===== src/rtl/sync_fifo.sv =====
`default_nettype none
// ============================================================================
// Module   : sync_fifo
// Brief    : Single-clock FIFO with standard or FWFT read, almost flags,
//            synchronous flush and sticky overflow/underflow flags.
//            Optional peak-level port enabled by SYNC_FIFO_WATERMARK_EN.
// Revision : 1.0
// ============================================================================
module sync_fifo #(
   parameter int WIDTH         = 8,
   parameter int DEPTH         = 16,
   parameter int AFULL_THRESH  = DEPTH - 2,
   parameter int AEMPTY_THRESH = 2,
   parameter int FWFT          = 0
) (
   input  logic                     i_clk,
   input  logic                     i_rst_n,
   input  logic                     flush,
   input  logic                     wr_en,
   input  logic [WIDTH-1:0]         wr_data,
   output logic                     full,
   output logic                     almost_full,
   input  logic                     rd_en,
   output logic [WIDTH-1:0]         rd_data,
   output logic                     rd_valid,
   output logic                     empty,
   output logic                     almost_empty,
   output logic [$clog2(DEPTH):0]   count,
   output logic                     overflow,
   output logic                     underflow
`ifdef SYNC_FIFO_WATERMARK_EN
   ,
   output logic [$clog2(DEPTH):0]   max_level
`endif
);

   localparam int ADDR_WIDTH = $clog2(DEPTH);
   localparam logic [ADDR_WIDTH:0] c_DEPTH  = (ADDR_WIDTH+1)'(DEPTH);
   localparam logic [ADDR_WIDTH:0] c_AFULL  = (ADDR_WIDTH+1)'(AFULL_THRESH);
   localparam logic [ADDR_WIDTH:0] c_AEMPTY = (ADDR_WIDTH+1)'(AEMPTY_THRESH);
   localparam logic [ADDR_WIDTH:0] c_ONE    = (ADDR_WIDTH+1)'(1);

   generate
      if ((DEPTH < 4) || ((DEPTH & (DEPTH - 1)) != 0)) begin : g_bad_depth
         $fatal(1, "sync_fifo: DEPTH must be a power of 2 and >= 4");
      end
      if ((AFULL_THRESH < 1) || (AFULL_THRESH > DEPTH)) begin : g_bad_afull
         $fatal(1, "sync_fifo: AFULL_THRESH out of range");
      end
      if ((AEMPTY_THRESH < 0) || (AEMPTY_THRESH > DEPTH - 1)) begin : g_bad_aempty
         $fatal(1, "sync_fifo: AEMPTY_THRESH out of range");
      end
      if ((FWFT != 0) && (FWFT != 1)) begin : g_bad_fwft
         $fatal(1, "sync_fifo: FWFT must be 0 or 1");
      end
   endgenerate

   logic [WIDTH-1:0]    r_mem [DEPTH];
   logic [ADDR_WIDTH:0] r_wr_ptr;
   logic [ADDR_WIDTH:0] r_rd_ptr;
   logic [ADDR_WIDTH:0] r_count;
   logic                r_full;
   logic                r_empty;
   logic                r_afull;
   logic                r_aempty;
   logic [WIDTH-1:0]    r_rd_data;
   logic                r_rd_valid;
   logic                r_overflow;
   logic                r_underflow;

   logic                w_wr_acc;
   logic                w_rd_acc;
   logic                w_mem_rd;
   logic                w_rd_valid_next;
   logic                w_empty_next;
   logic [ADDR_WIDTH:0] w_count_next;

   assign w_wr_acc = wr_en & ~r_full  & ~flush;
   assign w_rd_acc = rd_en & ~r_empty & ~flush;

   always_comb begin
      w_count_next = r_count;
      if (flush)
         w_count_next = '0;
      else if (w_wr_acc && !w_rd_acc)
         w_count_next = r_count + c_ONE;
      else if (!w_wr_acc && w_rd_acc)
         w_count_next = r_count - c_ONE;
   end

   generate
      if (FWFT == 1) begin : g_fwft
         // r_rd_valid doubles as the prefetch-stage occupancy; refill it
         // whenever it is empty or being popped and memory holds a word.
         assign w_mem_rd        = ~flush & (r_wr_ptr != r_rd_ptr) & (~r_rd_valid | w_rd_acc);
         assign w_rd_valid_next = ~flush & (w_mem_rd | (r_rd_valid & ~w_rd_acc));
         assign w_empty_next    = ~w_rd_valid_next;
      end else begin : g_std
         assign w_mem_rd        = w_rd_acc;
         assign w_rd_valid_next = w_rd_acc;
         assign w_empty_next    = (w_count_next == '0);
      end
   endgenerate

   always_ff @(posedge i_clk) begin
      if (w_wr_acc)
         r_mem[r_wr_ptr[ADDR_WIDTH-1:0]] <= wr_data;
   end

   always_ff @(posedge i_clk or negedge i_rst_n) begin
      if (!i_rst_n) begin
         r_wr_ptr    <= '0;
         r_rd_ptr    <= '0;
         r_count     <= '0;
         r_full      <= 1'b0;
         r_empty     <= 1'b1;
         r_afull     <= 1'b0;
         r_aempty    <= 1'b1;
         r_rd_data   <= '0;
         r_rd_valid  <= 1'b0;
         r_overflow  <= 1'b0;
         r_underflow <= 1'b0;
      end else begin
         if (flush) begin
            r_wr_ptr <= '0;
            r_rd_ptr <= '0;
         end else begin
            if (w_wr_acc)
               r_wr_ptr <= r_wr_ptr + c_ONE;
            if (w_mem_rd)
               r_rd_ptr <= r_rd_ptr + c_ONE;
         end
         if (w_mem_rd)
            r_rd_data <= r_mem[r_rd_ptr[ADDR_WIDTH-1:0]];
         r_rd_valid  <= w_rd_valid_next;
         r_count     <= w_count_next;
         r_full      <= (w_count_next == c_DEPTH);
         r_empty     <= w_empty_next;
         r_afull     <= (w_count_next >= c_AFULL);
         r_aempty    <= (w_count_next <= c_AEMPTY);
         r_overflow  <= ~flush & (r_overflow  | (wr_en & r_full));
         r_underflow <= ~flush & (r_underflow | (rd_en & r_empty));
      end
   end

`ifdef SYNC_FIFO_WATERMARK_EN
   logic [ADDR_WIDTH:0] r_max_level;

   always_ff @(posedge i_clk or negedge i_rst_n) begin
      if (!i_rst_n)
         r_max_level <= '0;
      else if (flush)
         r_max_level <= '0;
      else if (r_count > r_max_level)
         r_max_level <= r_count;
   end

   assign max_level = r_max_level;
`endif

   assign full         = r_full;
   assign almost_full  = r_afull;
   assign empty        = r_empty;
   assign almost_empty = r_aempty;
   assign count        = r_count;
   assign rd_data      = r_rd_data;
   assign rd_valid     = r_rd_valid;
   assign overflow     = r_overflow;
   assign underflow    = r_underflow;

endmodule
`default_nettype wire


===== config.mk =====
export PLATFORM = sky130hd
export DESIGN_NAME = sync_fifo
export DESIGN_NICKNAME = d
export VERILOG_FILES = /design/src/rtl/sync_fifo.sv
export SDC_FILE = /design/constraint.sdc
export NUM_CORES = 1
export LEC_CHECK = 0
export ABC_AREA = 1
export CORE_AREA = 2 2 100 121
export CTS_CLUSTER_DIAMETER = 40
export DETAILED_ROUTE_END_ITERATION = 6
export DIE_AREA = 0 0 102 123
export GPL_ROUTABILITY_DRIVEN = 0
export HOLD_SLACK_MARGIN = 0.12
export PLACE_DENSITY = 0.78
export SLEW_MARGIN = 20
export SYNTH_ARGS = -nofsm -noshare
export SYNTH_HDL_FRONTEND = slang
export SYNTH_SLANG_ARGS = --single-unit

===== constraint.sdc =====
create_clock -name i_clk -period 1.9 [get_ports i_clk]
set_input_delay 0.38 -clock i_clk [delete_from_list [all_inputs] [get_ports i_clk]]
set_output_delay 0.38 -clock i_clk [all_outputs]
set_load 0.01 [all_outputs]

==> results.py <==
metrics = {
    "synth": {
        "synth.top_cell.area_share_pct": 57.7,
        "postSynthCellCount": 620,
        "synth_top_area_cell": "edfxtp_1",
        "ys_top_cells_by_area": "edfxtp_1 (58%), nand2_1 (12%), dfrtp_1 (9.8%), nand3_1 (6.3%), nor2_1 (2.2%)",
        "synth_top_family_by_area": "simple AND/OR/NAND/NOR gates",
        "synth.avg_cell_area_um2": 10.7,
        "ys_seq_area_share_pct": 68.3,
        "yosys.area_share.simple_pct": 23.1,
        "synth_cell_type_count": 30,
        "synth_nets": 640,
        "synth_seq_cells": 156,
        "synthMuxAreaShare_pct": 0,
        "synth_compound_area_share_pct": 3.21,
        "synth_xor_area_share_pct": 0,
        "synth_warnings": 0,
        "synth_area_um2": 6660,
        "synthAdderAreaFrac_pct": 1.32,
    },
    "finish": {
        "layout_commonest_cell": "nand2_1",
        "multi_input_area_um2": 1840,
        "area.growth.synth_to_final_pct": 18.8,
        "fin_util_pct": 69.3,
        "fillers": 804,
        "fin_nets": 700,
        "final_cells": 850,
        "seqCellArea_um2": 4550,
        "antenna_cells": 0,
        "layout_common_cells": "nand2_1 (216), edfxtp_1 (128), nand3_1 (84)",
        "layout-drive-gt1-share_pct": 12.7,
    },
    "global_route": {
        "grt_busiest_layer": "met2",
        "use_met2_pct": 44.0,
        "grt-ovfl-total": 0,
        "grt_pass1_wl_um": 24600,
        "grtUsageMet1_pct": 34.0,
        "gr-usage-all-layers_pct": 26.9,
        "grt_pass1_vias": 4825,
        "antenna_found_initial": 0,
        "grt_max_degree": 67,
        "use_met3_pct": 6.11,
    },
    "sta": {
        "tns_ns": 0,
        "period_minus_slack_ns": 1.87,
        "fin_crit_sh_pct": 98.4,
        "finalHoldViolations": 0,
        "setup-violations-final": 0,
        "final_max_slew_viol_count": 0,
        "rsz0062_at_grt": "false",
        "clock_skew_ns": 0.00833,
        "fmax_ghz": 0.535,
        "worst_slew_pin_slew_ns": 0.542,
        "max_slew_margin_pct": 63.7,
    },
    "floorplan": {
        "num_rows": 43,
        "core_um2": 11400,
        "initial_utilization_pct": 58.4,
        "die_area_um2": 12500,
        "fp.dieH_um": 123,
        "die_width_um": 102,
        "ios": 33,
    },
    "run": {
        "cap_viol_max_count": 0,
    },
    "detailed_routing": {
        "drt_iter0_drc": 636,
        "via_per_inst": 5.71,
        "vias": 4852,
        "route.detailed.drc": 0,
        "wl_um": 15800,
        "drt_first_pass_iters": 6,
        "wl_per_cell_um": 18.5,
        "ant_nets": 0,
    },
    "critical_path": {
        "path_buf_inv": 1,
        "arrival_ns": 1.49,
        "slowest_delay_ns": 0.59,
        "required_ns": 1.52,
        "ff2ff_path_depth": 7,
        "crit_type": "reg2out",
        "cp_cell_sequence": "clkdlybuf4s50_1",
        "r2r-start": "r_rd_ptr[0]",
        "reg2reg_to": "rd_data[7]",
        "cpLargestDelayFamily": "buffers and inverters",
        "rrSetupSlack_ns": 0.13,
        "crit_path_max_fanout": 7,
        "startpoint_type": "flip-flop",
        "cp-end-kind": "output port",
        "crit_slowest_cell": "clkdlybuf4s50_1",
    },
    "placed_design": {
        "hpwl_um": 9960,
        "dpl.cell_count": 818,
        "port_buffers": 32,
    },
    "worst_hold_path": {
        "worstHoldPathType": "in2async",
    },
    "outcome": {
        "status": "finished clean",
    },
    "power": {
        "leakage_nw": 3.18,
        "power_density_nw_per_um2": 1140,
        "ir_drop_mv": 0.707,
        "fin_total_pwr_mw": 9.03,
    },
    "cts": {
        "cts-root-buf": "clkbuf_16",
        "cts_made_buffers": 17,
        "htreeDepth": 4,
        "cts_buffer_depth": 2,
        "hold_buffers": 0,
        "cts_tree": "done",
        "cts.sinks": 156,
        "clk_pin_slew_ns": 0.06,
        "clock_latency_ns": 0.43,
    },
}
per-layer routing:
layer	wire length, um	vias to the layer above
met3	1130	47
met1	6130	2336
met2	7930	242
li1	-	2227
met5	0	-
met4	562	0
metrics by stage:
step / hold slack (ns) / setup WS (ns) / cell area (um2)
finish: 0.325 / 0.0312 / 7910
global route: 0.370 / 0.000751 / 7910
CTS: 0.333 / 0.0180 / 7910
detailed placement: 0.465 / -0.0667 / 7320
global placement: 0.464 / -0.0227 / 7320
floorplan: 0.0844 / 0.191 / 6660
cell usage after synthesis:
master / number
nand2_1: 216
edfxtp_1: 128
nand3_1: 84
nor2_1: 39
dfrtp_1: 26
inv_1: 21
a21oi_1: 14
buf_2: 13
o21ai_0: 12
buf_4: 9
ha_1: 7
inv_2: 7
o21ai_1: 6
clkbuf_1: 4
nand2_2: 4
o22ai_1: 4
nand3_2: 3
nor3_1: 3
a21boi_1: 2
buf_1: 2
clkinv_1: 2
dfstp_2: 2
nand3_4: 2
nand4_1: 2
nor2_4: 2
nor4_1: 2
a31oi_1: 1
inv_4: 1
o31ai_1: 1
or2_2: 1
flip-flops by register name (all words and copies together) (netlist names):
signal        count
underflow         1
almost_full       1
full              1
r_wr_ptr          4
rd_data           8
rd_valid          1
almost_empty      1
count             5
empty             1
r_mem           128
overflow          1
r_rd_ptr          4
report_power, final:
part	total, mW	switching [mW]	internal (mW)
Combinational	1.65	1.00	0.646
Sequential	4.03	0.140	3.89
Clock	3.35	1.30	2.05
Total	9.03	2.44	6.59
cell type report:
| type | count | share of cell area, % |
|---|---|---|
| Sequential cell | 156 | 57.5 |
| Timing Repair Buffer | 69 | 7.86 |
| Inverter | 31 | 1.50 |
| Tap cell | 157 | 2.48 |
| Multi-Input combinational cell | 405 | 23.2 |
| Clock buffer | 19 | 5.47 |
| Clock inverter | 13 | 1.90 |
worst max path at each step:
stage | startpoint | slack, ns | endpoint | cells past startpoint
global route | count[0] | 0.0008 | count[0] | 1
detailed placement | wr_en | -0.07 | r_mem[11][5] | 6
finish | count[0] | 0.03 | count[0] | 1
floorplan | flush | 0.19 | r_mem[0][0] | 5
global placement | wr_en | -0.02 | r_mem[3][5] | 6
CTS | almost_empty | 0.02 | almost_empty | 1
timing repair:
item                                    CTS  global route
setup buffers                             0             0
endpoints found under the setup margin    2             0
gates resized for setup                   2             0
logic make-up after synthesis:
| family | Yosys count |
|---|---|
| adder cells (fa/ha/maj) | 7 |
| AND/OR/NAND/NOR | 358 |
| AO/OA/AOI/OAI | 40 |
| flip-flops | 156 |
| buffers and inverters | 59 |
No activity file was read; power rests on OpenSTA's default activity.
